**src/rtl/alu_seq.sv**
```systemverilog
// alu_seq: registered, handshaked EX-stage ALU with an iterative multiply.
// Ports: clk, rst_n; in_valid/in_ready + op_a, op_b, alucontrol in;
//        out_valid/out_ready + result, zero out; busy while multiplying.
module alu_seq #(
  parameter int WIDTH = 32
) (
  input  logic             clk,
  input  logic             rst_n,
  input  logic             in_valid,
  output logic             in_ready,
  input  logic [WIDTH-1:0] op_a,
  input  logic [WIDTH-1:0] op_b,
  input  logic [3:0]       alucontrol,
  output logic             out_valid,
  input  logic             out_ready,
  output logic [WIDTH-1:0] result,
  output logic             zero,
  output logic             busy
);

  localparam int SHAMT_W = $clog2(WIDTH);

  typedef enum logic [1:0] {
    IDLE,
    MUL,
    DONE
  } state_t;

  state_t state;
  state_t state_nx;

  logic [WIDTH-1:0]   acc;
  logic [WIDTH-1:0]   mcand;
  logic [WIDTH-1:0]   mplier;
  logic [SHAMT_W-1:0] cnt;

  logic [SHAMT_W-1:0] shamt;
  logic [WIDTH-1:0]   alu_res;
  logic [WIDTH-1:0]   acc_sum;
  logic               accept;
  logic               start_mul;
  logic               mul_last;

  assign shamt     = op_b[SHAMT_W-1:0];
  assign in_ready  = (state == IDLE) ||
                     ((state == DONE) && out_ready);
  assign accept    = in_valid && in_ready;
  assign start_mul = accept && (alucontrol == 4'b1011);
  assign mul_last  = (cnt == '0);
  assign out_valid = (state == DONE);
  assign busy      = (state == MUL);

  // One shift-add step; the last step's sum is the product.
  assign acc_sum = mplier[0] ? acc + mcand : acc;

  always_comb begin
    alu_res = '1;
    unique case (alucontrol)
      4'b0000: alu_res = op_a + op_b;
      4'b0001: alu_res = op_a - op_b;
      4'b0010: alu_res = op_a ^ op_b;
      4'b0011: alu_res = op_a | op_b;
      4'b0100: alu_res = op_a & op_b;
      4'b0101: alu_res = ~op_a;
      4'b0110: alu_res = op_a << shamt;
      4'b0111: alu_res = op_a >> shamt;
      4'b1000: alu_res = {{(WIDTH-1){1'b0}},
                          (op_a < op_b)};
      4'b1001: alu_res = $signed(op_a) >>> shamt;
      4'b1010: alu_res = {{(WIDTH-1){1'b0}},
                          ($signed(op_a) < $signed(op_b))};
      default: alu_res = '1;
    endcase
  end

  always_ff @(posedge clk or negedge rst_n) begin
    if (!rst_n) begin
      state <= IDLE;
    end else begin
      state <= state_nx;
    end
  end

  always_comb begin
    state_nx = state;
    unique case (state)
      IDLE, DONE: begin
        if (accept) begin
          state_nx = start_mul ? MUL : DONE;
        end else if ((state == DONE) && out_ready) begin
          state_nx = IDLE;
        end
      end
      MUL: begin
        if (mul_last) begin
          state_nx = DONE;
        end
      end
      default: state_nx = IDLE;
    endcase
  end

  always_ff @(posedge clk or negedge rst_n) begin
    if (!rst_n) begin
      result <= '0;
      zero   <= 1'b0;
      acc    <= '0;
      mcand  <= '0;
      mplier <= '0;
      cnt    <= '0;
    end else if (accept) begin
      if (start_mul) begin
        acc    <= '0;
        mcand  <= op_a;
        mplier <= op_b;
        cnt    <= SHAMT_W'(WIDTH - 1);
      end else begin
        result <= alu_res;
        zero   <= (alu_res == '0);
      end
    end else if (state == MUL) begin
      acc    <= acc_sum;
      mcand  <= mcand << 1;
      mplier <= mplier >> 1;
      cnt    <= cnt - SHAMT_W'(1);
      if (mul_last) begin
        result <= acc_sum;
        zero   <= (acc_sum == '0);
      end
    end
  end

endmodule

```
**config.mk**
```make
export PLATFORM = sky130hd
export DESIGN_NAME = alu_seq
export DESIGN_NICKNAME = d
export VERILOG_FILES = /design/src/rtl/alu_seq.sv
export SDC_FILE = /design/constraint.sdc
export NUM_CORES = 1
export LEC_CHECK = 0
export ABC_AREA = 1
export CAP_MARGIN = 20
export CORE_MARGIN = 8
export CORE_UTILIZATION = 40
export CTS_BUF_LIST = sky130_fd_sc_hd__clkbuf_16
export CTS_CLUSTER_DIAMETER = 100
export DETAILED_ROUTE_END_ITERATION = 8
export PLACE_DENSITY_LB_ADDON = 0.05
export SLEW_MARGIN = 20
export SYNTH_ARGS = -nofsm -noshare
export SYNTH_HDL_FRONTEND = slang
export SYNTH_SLANG_ARGS = --single-unit
```
**constraint.sdc**
```tcl
create_clock -name clk -period 4.25 [get_ports clk]
set_input_delay 0.85 -clock clk [delete_from_list [all_inputs] [get_ports clk]]
set_output_delay 0.85 -clock clk [all_outputs]
set_load 0.01 [all_outputs]
```
Yosys cells after proc, flatten, opt, wreduce, memory -nomap -nowiden
Cells that the tools add are included.

Logic and storage cells: 79. Bits of input ports: 72. Output and inout bits: 36. Bits in registers: 136.

Equal/unequal tests: 17. Order comparisons: 2. Bitwise logic cells: 4. Shifts and indexed selects: 3. Muxes and demuxes: 27. Reduce and logical (&&, ||, !) cells: 15. $add $sub $neg: 4.

Operators with widths (number): two-way mux 32 bit (14); one-hot mux 32 bit (11 select lines) (1); adder 32 bit (2); zero test 32 bit (2); < comparator 32 bit (2); AND 32 bit (1); inverter 32 bit (1); OR 32 bit (1); << shifter 32 x 5 -> 32 bit (1); right shift 32 x 5 -> 32 bit (1); >>> shifter 32 x 5 -> 32 bit (1); subtractor 32 bit (1); bitwise XOR 32 bit (1); equality test 4 x 3 -> 1 bit (second input constant) (4); equality test 4 bit (second input constant) (4); two-way mux 5 bit (3); equality test 4 x 2 -> 1 bit (second input constant) (2); two-way mux 2 bit (4); zero test 5 bit (1); subtractor 5 x 1 -> 5 bit (second input constant) (1); equality test 4 x 1 -> 1 bit (second input constant) (1); zero test 4 bit (1); two-way mux 1 bit (4); != test 2 x 1 -> 1 bit (second input constant) (2); 12 further kinds (16).

Logic depth before layout (Yosys ltp)
Gate-level depths: netlist of run 1.

Depth in word-level cells: 8. Gate-level depth with buffers: 25. Depth with buffers taken out: 23.

Worst setup path after synthesis of run 1
No wires, ideal clock.

Kind: in2reg. From: input op_b[3]. To: register zero. Path slack: 0.908 ns. Required time: 4.173 ns. Data arrival time: 3.265 ns. Cell stages on the path: 21. Path buffers: 4. Cell sequence: buf_2 -> inv_2 -> buf_2 -> buf_2 -> ha_1 -> buf_2 -> nor2_1 -> nand3_1 -> nand3_1 -> nand2_1 -> nand2_1 -> nand3_1 -> a21oi_1 -> nor2_1 -> nor2_1 -> nand2_1 -> nor2_1 -> nand2_1 -> nor2_1 -> nand3_1 -> a21oi_1.

Word-level cells in the longest chain between the ends: 5. Elaborated cells on any way between the ends: 14. Those cells by class: add/sub (2); order compare (2); shift (3); mux (3); bitwise (3); reduce/logical (1).

RTL lines: from (decl) (line 12) `input logic [WIDTH-1:0] op_b,`; subtractor 32 bit (tied with other cells) (line 60) `4'b0001: alu_res = op_a - op_b;`; one-hot mux 32 bit (11 select lines) (*) (line 58) `unique case (alucontrol)`; zero test 32 bit (*) (line 119) `zero <= (alu_res == '0);`; two-way mux 1 bit (*) (line 112) `if (start_mul) begin`; two-way mux 1 bit (*) (line 111) `end else if (accept) begin`; to (signal assigned) (line 119); to (signal assigned) (line 128) `zero <= (acc_sum == '0);`; to (decl) (line 17) `output logic zero,`.

Mark *: on every way between the ends. The rest lies on a longest branch, timed or not. The select of a mux whose other input is x is not followed. A chain may end at the register's enable or synchronous reset.

Worst setup path after layout of run 1
From: input op_b[10]. To: register zero.

Word-level cells in the longest chain between the ends: 5. Elaborated cells on any way between the ends: 11. Those cells by class: add/sub (2); order compare (2); mux (3); bitwise (3); reduce/logical (1).

RTL lines (line): subtractor 32 bit (tied with other cells) (60); one-hot mux 32 bit (11 select lines) (*) (58); zero test 32 bit (*) (119); two-way mux 1 bit (*) (112); two-way mux 1 bit (*) (111).

Marks and branches as above.

==> results of run 1 <==
routing by layer:
layer	global-route usage (%)	part of all wire, %	vias up	wire, um
met4	18.0	6.0	0	5840
met3	4.86	8.3	258	8170
met2	55.6	45	1358	44200
li1	-	-	11800	-
met5	0	0	-	0
met1	42.6	40	11600	39600
Yosys cell counts, types with 9 or more instances:
cell type	number	area [um2]
buf_2	66	330
dfrtp_1	136	3400
o21ai_0	137	686
nand3_1	518	2590
buf_1	11	41.3
nor3_1	18	90.1
inv_1	445	1670
clkbuf_1	61	229
nand2_2	13	81.3
o21bai_1	10	75.1
o211ai_1	15	113
nor2_1	415	1560
a31oi_1	88	551
o22ai_1	14	87.6
buf_4	9	67.6
a21oi_1	105	526
nand2_1	1282	4810
ha_1	137	1710
or2_2	10	62.6
nand4_1	39	244
repair_timing:
item                                    CTS  global route
resized for setup                         0             1
hold buffers                              0             0
hold endpoints to repair                  0             0
endpoints found under the setup margin    0             1
critical path: cells and delay by family:
kind	cells	cell delay, ns
simple gates	13	2.20
compound gates	1	0.14
fa+ha+maj	1	0.49
buf+inv	2	0.74
state kept, by name (all words and copies together) (netlist names):
register	cells
acc	32
zero	1
state	2
cnt	5
mplier	32
mcand	32
result	32
layout make-up:
class / count / area (um2)
repair buffers: 282 / 2520
fillers: 5450 / 25900
well taps: 622 / 778
clock inverters: 15 / 118
multi-input cells: 2861 / 13700
clock buffers: 17 / 425
flip-flops and latches: 136 / 3400
inverters: 455 / 1710
power breakdown:
part | leakage [nW] | total (mW) | internal [mW] | switching (mW)
Sequential | 1.61 | 2.40 | 1.89 | 0.511
Clock | 0.265 | 1.42 | 0.756 | 0.664
Combinational | 10.4 | 6.72 | 2.34 | 4.37
Total | 12.3 | 10.5 | 4.99 | 5.55
stage by stage:
stage,instance area (um2),cells,utilization (%),hold slack [ns],power (mW)
after floorplan,19500,3604,-,0.453,6.65
after global placement,22100,4356,45.6,0.476,8.93
after detailed placement,22100,4356,45.6,0.488,9.02
after CTS,22700,4388,46.7,0.497,10.5
after global routing,22700,4388,46.7,0.527,11.5
final,22700,4388,46.7,0.454,10.5
logic make-up after synthesis:
family	share of synthesized area, %
AO/OA/AOI/OAI	11.2
buffers and inverters	12.5
flip-flops	17.4
XOR/XNOR	0.403
adder cells (fa/ha/maj)	9.08
AND/OR/NAND/NOR	49.4
path summary, 6_finish.rpt:
| check | slack [ns] | endpoint |
|---|---|---|
| min in group clk | 0.50 | result[29] |
| max in group asynchronous | 3.06 | mcand[25] |
| max | 0.19 | zero |
| max reg2reg | 0.88 | zero |
| min reg2reg | 0.50 | result[29] |
| min | 0.45 | acc[22] |
==> metrics.csv, run 1 <==
metric,value,unit
ANT cells,0,
"Clk Latency, worst-skew pair",0.46,ns
RR Startpoint,mcand[0],
Final period util,95.5,%
Top-Level Pins,108,
Final HPWL DP,81000,um
H-tree depth,4,
slew margin rel.,24.9,%
Critical path origin,op_b[10],
layout cells sized above 1,6.85,%
RSZ-0062 raised after global routing,no,
Final Critical Period,4.06,ns
"commonest non-fill, non-tap cell in the layout",nand2_1,
clk root buf,clkbuf_16,
Sink Count,136,
final setup TNS,0,ns
required time of the critical path,4.63,ns
CTS Buffer Depth,2,
Worst IR Drop VDD,0.000259,V
pin count of the biggest net entering global routing,98,
Most used DFF post-synth,dfrtp_1,
Cells after Synth,3604,
Mean Syn Cell Area,5.42,um2
Mapped Area,19500,um2
TritonCTS buffer count,17,
Post-route DRC,0,
setup violators final,0,
die width,237,um
Post-CTS Repair Setup Buffers,0,
Fmax,247,MHz
synthesized flop and latch total,136,
Pre-antenna DRT Iters,8,
Worst-path clk slew,0.07,ns
Layout Skew,0.0122,ns
Layout Area Growth over Synthesis,16.1,%
Synth cell types,46,
Critical Path Most Common Cell,nand2_1,
most frequent cells in the layout,"1,281 x nand2_1, 518 x nand3_1, 445 x inv_1",
vias in the first global route,23900,
Syn Nets,3816,
Post-synth EDFFs,0,
Final Hold Fails,0,
crit path capture type,flop,
Nets,3965,
drt wl/cell,22.3,um
"Slew Viols, Final",0,
core box area,48500,um2
DRT Wirelength,97900,um
Initial Util,40.2,%
Die Y,237,um
Worst setup SP type,primary input,
Critical Path AT,4.44,ns
I/O Buffers,107,
Core Rows,81,
first-pass GRT wire length,145000,um
Vias,25000,
Critical Path Slowest Stage Cell,clkdlybuf4s50_1,
post-synthesis async set-or-reset flop share,100,%
die area,56200,um2
CP Cell Sequence,clkdlybuf4s50_1 > inv_1 > ha_2 > nand2_1 > nor2_1 > nand3_1 > nand3_1 > nand2_1 > nand2_1 > nand4_1 > nor2_1 > nand2_1 > nor2_1 > nand2_1 > nor2_1 > nand3_1 > a21oi_1,
CTS tree,yes,
Max Cap Viol,0,
Antenna Nets Post-Route,0,
Total Routing Usage GR,33.9,%
kind of critical path,primary input to flop,
GRT overflow,0,
sequential area share after synthesis,17.4,%
P per Cell Area,465,nW/um2
initial antenna violation count,0,
Max stage delay on crit path,0.62,ns
routability congestion estimate,1.10,
drt first-iter violations,2789,
warnings from Yosys,0,
Worst Tran Pin Value,1.13,ns
Hold Crit Class,primary input to asynchronous set/reset pin,
Crit Path Max Fanout,7,
Reg2Reg Depth,19,
DP Worst Slack,-0.202,ns
P_leak,12.3,nW
Worst Slack Setup Final,0.193,ns
status,completed,
via density per instance,5.70,
(Power assumes the default switching activity.)
==> inputs of run 2 (changes only) <==
--- a/config.mk
+++ b/config.mk
@@ -13,7 +13,7 @@
 export CTS_CLUSTER_DIAMETER = 100
 export DETAILED_ROUTE_END_ITERATION = 8
 export PLACE_DENSITY_LB_ADDON = 0.05
-export SLEW_MARGIN = 20
+export REMOVE_ABC_BUFFERS = 1
 export SYNTH_ARGS = -nofsm -noshare
 export SYNTH_HDL_FRONTEND = slang
 export SYNTH_SLANG_ARGS = --single-unit
==> run 2 against run 1 <==
Sequential power is essentially flat. Worst setup slack gained 0.0050 ns. Wire length grew 0.66%. Critical path type unchanged.
==> metrics.csv, run 2 (synthesis results as in run 1) <==
metric,value,unit
status,completed,
CTS Buffer Depth,2,
"Clk Latency, worst-skew pair",0.44,ns
CTS tree,yes,
Reg-to-Reg End,zero,
Nets,3962,
Hold Crit Class,flop to flop,
P per Cell Area,474,nW/um2
Sink Count,136,
vias in the first global route,23500,
switch share,50.8,%
Max Cap Viol,0,
Fillers,5318,
internal power,5.33,mW
"commonest non-fill, non-tap cell in the layout",nand2_1,
Reg2Reg Setup Slack,0.88,ns
Top-Level Pins,108,
drt first-iter violations,2236,
Crit Path Max Fanout,9,
Max stage delay on crit path,0.49,ns
cell count of the worst hold path,2,
RR Startpoint,mcand[0],
Worst IR Drop VDD,0.000325,V
Fmax,247,MHz
Final period util,95.3,%
routability congestion estimate,1.02,
setup violators final,0,
GRT overflow,0,
"Slew Viols, Final",0,
Critical Path Slowest Stage Cell,clkdlybuf4s50_1,
Worst setup SP type,primary input,
Critical Path AT,4.40,ns
die area,56200,um2
WP buf/inv,3,
Reg2Reg Depth,19,
core box area,48500,um2
Inst Count DP,4353,
H-tree depth,4,
required time of the critical path,4.60,ns
Net Switching,5.49,mW
Post-route DRC,0,
DP Worst Slack,-0.267,ns
Die Y,237,um
Layout Area Growth over Synthesis,17.0,%
Seq pwr share,22.1,%
Final Hold Fails,0,
Antenna Nets Post-Route,0,
Critical path origin,op_b[4],
ANT cells,0,
P_leak,12.4,nW
Initial Util,40.2,%
Worst Slack Setup Final,0.198,ns
Total Routing Usage GR,34.1,%
CP Cell Sequence,clkdlybuf4s50_1 > clkinv_1 > ha_1 > nor2_1 > inv_1 > nor2_1 > nand2_1 > nand2_1 > nand2_1 > nand2_1 > nand3b_1 > nand2_1 > nand2_1 > nand3_1 > nand2_1 > nor2_1 > nand3_1 > nor2_1 > nand3_1 > a21oi_1,
RSZ-0062 raised after global routing,no,
first-pass GRT wire length,145000,um
Final Critical Period,4.05,ns
Critical Path Most Common Cell,nand2_1,
Vias,24800,
most frequent cells in the layout,"1,281 x nand2_1, 518 x nand3_1, 444 x inv_1",
final setup TNS,0,ns
kind of critical path,primary input to flop,
Core Rows,81,
final std cells w/o fill,4384,
slew margin rel.,38.7,%
die width,237,um
Min-Delay Endpoint,mplier[31],
layout cells sized above 1,6.80,%
initial antenna violation count,3,
via density per instance,5.65,
Worst-path clk slew,0.06,ns
min-delay src,mplier[31],
crit path capture type,flop,
clk root buf,clkbuf_16,
Worst Tran Pin Value,0.920,ns
clock power share,15.9,%
critical path's top delay family,simple AND/OR/NAND/NOR gates,
Final HPWL DP,81300,um
I/O Buffers,107,
pin count of the biggest net entering global routing,93,
drt wl/cell,22.5,um
combinational share of power,62.1,%
Pre-antenna DRT Iters,6,
Layout Skew,0.0159,ns
Post-CTS Repair Setup Buffers,0,
DRT Wirelength,98500,um
TritonCTS buffer count,17,
## run 2: cell count changes in the layout (fill, tap and decap cells not counted), sizes merged
cell	change
bufinv	+6
inv	-5
buf	-3
clkinvlp	-3
clkinv	+1
## run 2: worst max-delay path by stage
stage | end | slack [ns] | cells after the start
finish | zero | 0.20 | 20
detailed placement | zero | -0.27 | 20
CTS | zero | 0.18 | 20
floorplan | mplier[0] | -3.50 | 8
global placement | zero | -0.22 | 20
global route | zero | 0.0007 | 20
## run 2: per-stage QoR
step | total power [mW] | instance area [um2] | util, % | hold slack (ns)
finish | 10.8 | 22900 | 47.1 | 0.488
global route | 11.7 | 22900 | 47.1 | 0.515
CTS | 10.8 | 22800 | 47.1 | 0.491
detailed placement | 9.01 | 22200 | 45.7 | 0.476
global placement | 8.92 | 22200 | 45.7 | 0.473
floorplan | 6.57 | 18800 | - | 0.453
## run 2: tightest hold or removal path: cells and delay by family, from the launching register on
| family | cells | cell delay [ns] |
|---|---|---|
| simple gates | 1 | 0.05 |
| flops | 1 | 0.34 |
| compound gates | 1 | 0.06 |
## run 2: area by class of cell
class	count	area, um2	share of cell area [%]
flip-flops and latches	136	3400	14.9
repair buffers	279	2560	11.2
clock buffers	17	425	1.86
well taps	622	778	3.41
clock inverters	14	244	1.07
multi-input cells	2861	13700	60.1
inverters	455	1710	7.50
## run 2: what timing repair did
| item | in CTS | in global routing |
|---|---|---|
| endpoints found under the setup margin | 0 | 1 |
| resized for setup | 0 | 3 |
| hold buffers | 0 | 0 |
## run 2: power groups by stage
stage | Sequential [mW] | Clock [mW] | Combinational [mW]
after floorplan | 2.32 | 0 | 4.24
after detailed placement | 2.39 | 0 | 6.61
after CTS | 2.38 | 1.73 | 6.65
final | 2.39 | 1.72 | 6.72
after global routing | 2.46 | 1.78 | 7.51
after global placement | 2.37 | 0 | 6.55
## run 2: metal layers
| layer | vias up | part of all wire (%) | routed length [um] | global-route usage (%) |
|---|---|---|---|---|
| met2 | 1226 | 45 | 44800 | 55.7 |
| li1 | 11800 | - | - | - |
| met1 | 11500 | 41 | 40000 | 43.0 |
| met5 | - | 0.013 | 13 | 0 |
| met4 | 2 | 5.8 | 5680 | 17.7 |
| met3 | 207 | 8.1 | 7970 | 5.28 |
==> inputs of run 3 (changes only) <==
--- a/config.mk
+++ b/config.mk
@@ -12,7 +12,7 @@
 export CTS_BUF_LIST = sky130_fd_sc_hd__clkbuf_16
 export CTS_CLUSTER_DIAMETER = 100
 export DETAILED_ROUTE_END_ITERATION = 8
-export PLACE_DENSITY_LB_ADDON = 0.05
+export PLACE_DENSITY = 0.68
 export REMOVE_ABC_BUFFERS = 1
 export SYNTH_ARGS = -nofsm -noshare
 export SYNTH_HDL_FRONTEND = slang
==> run 3 against run 2 <==
Count of clock-buffer cells in the layout is the same. Maximum frequency is 2.2% higher. Critical endpoint unchanged. Register-to-register slack better by 0.12 ns. Hold slack worse by 0.098 ns. Wire length down 6.0%.
==> metrics.csv, run 3 (synthesis results as in run 1) <==
metric,value,unit
vias in the first global route,22900,
clk root buf,clkbuf_16,
Initial Util,40.2,%
"commonest non-fill, non-tap cell in the layout",nand2_1,
switch share,51.8,%
Die Y,237,um
layout cells sized above 1,7.24,%
Worst setup SP type,primary input,
"Clk Latency, worst-skew pair",0.44,ns
Layout Area Growth over Synthesis,16.9,%
Tot Pwr,10.3,mW
Placed Area,22300,um2
Worst Slack Setup Final,0.284,ns
CTS tree,yes,
required time of the critical path,4.62,ns
H-tree depth,4,
Antenna Nets Post-Route,0,
Final Hold Fails,0,
status,completed,
die area,56200,um2
pin count of the biggest net entering global routing,74,
Top-Level Pins,108,
CTS Buffer Depth,2,
Crit Path Max Fanout,10,
via density per instance,5.58,
most frequent cells in the layout,"1,281 x nand2_1, 518 x nand3_1, 446 x inv_1",
Inst Count DP,4376,
P per Cell Area,452,nW/um2
TritonCTS buffer count,17,
Layout Skew,0.00749,ns
kind of critical path,primary input to flop,
Nets,3985,
"Slew Viols, Final",0,
Final Critical Period,3.97,ns
drt wl/cell,21.0,um
Core Rows,81,
final std cells w/o fill,4408,
Critical Path AT,4.33,ns
die width,237,um
internal power,4.97,mW
Worst IR Drop VDD,0.000226,V
CTS resizes,0,
setup violators final,0,
routability congestion estimate,1.05,
Pre-antenna DRT Iters,7,
Fmax,252,MHz
DP Worst Slack,-0.0582,ns
Worst Tran Pin Value,0.971,ns
"Design Area, Final",22800,um2
core box area,48500,um2
P_leak,12.4,nW
ANT cells,0,
DRT Wirelength,92600,um
RSZ-0062 raised after global routing,no,
Sink Count,136,
Post-route DRC,0,
combinational share of power,64.1,%
drt first-iter violations,2896,
Post-CTS Repair Setup Buffers,0,
Hold Crit Class,primary input to asynchronous set/reset pin,
Fillers,5335,
Max Cap Viol,0,
final setup TNS,0,ns
Worst-path clk slew,0.06,ns
clock power share,13.0,%
GRT overflow,0,
Total Routing Usage GR,32.2,%
Vias,24600,
I/O Buffers,107,
crit path capture type,flop,
# hold bufs at CTS,0,
Seq pwr share,22.9,%
Final period util,93.3,%
slew margin rel.,35.1,%
Net Switching,5.35,mW
first-pass GRT wire length,138000,um
initial antenna violation count,0,
Final HPWL DP,76500,um
==> run 3: final timing paths <==
check,start,end,slack [ns],cells after the start
max,op_a[10],zero,0.28,18
min,rst_n,mplier[2],0.39,1
max reg2reg,acc[0],zero,1.00,19
min reg2reg,result[4],result[4],0.49,1
max in group asynchronous,rst_n,mplier[21],3.02,2
min in group clk,result[4],result[4],0.49,1
==> run 3: final cells by class <==
class                           count  area (um2)  area share (%)
Inverter                          455        1710            7.50
Timing Repair Buffer              302        2700            11.8
Tap cell                          622         778            3.41
Clock inverter                     15        88.8           0.389
Sequential cell                   136        3400            14.9
Clock buffer                       17         425            1.86
Multi-Input combinational cell   2861       13700            60.1
==> run 3: per-stage QoR <==
stage | hold slack (ns) | util [%]
4_1_cts | 0.430 | 47.0
3_3_place_gp | 0.470 | 46.0
5_1_grt | 0.442 | 47.0
2_1_floorplan | 0.453 | -
6_report | 0.390 | 47.0
3_5_place_dp | 0.478 | 46.0
==> run 3: layer usage <==
| metal | up-vias | part of all wire, % | global-route usage, % |
|---|---|---|---|
| li1 | 11900 | - | - |
| met1 | 11300 | 41 | 41.7 |
| met2 | 1189 | 45 | 51.3 |
| met3 | 216 | 8.7 | 5.59 |
| met4 | 0 | 5.1 | 15.5 |
| met5 | - | 0 | 0 |
==> run 3: critical path, stage by stage <==
cell	delay [ns]
clkdlybuf4s50_1	0.60
inv_1	0.11
ha_1	0.45
nand2_1	0.19
inv_1	0.05
a21oi_1	0.25
nand3_1	0.32
nor2_1	0.17
nor2_1	0.05
nand2_1	0.15
nand4_1	0.26
nor2_1	0.16
nand2_1	0.07
nor2_1	0.11
nand2_1	0.07
nor2_1	0.20
nand3_1	0.11
a21oi_1	0.14
==> run 3: power groups by stage <==
stage / clock network, mW / registers [mW] / logic (mW)
floorplan: 0 / 2.32 / 4.24
global placement: 0 / 2.37 / 6.46
detailed placement: 0 / 2.38 / 6.50
CTS: 1.36 / 2.36 / 6.53
global route: 1.42 / 2.44 / 7.43
finish: 1.34 / 2.37 / 6.61
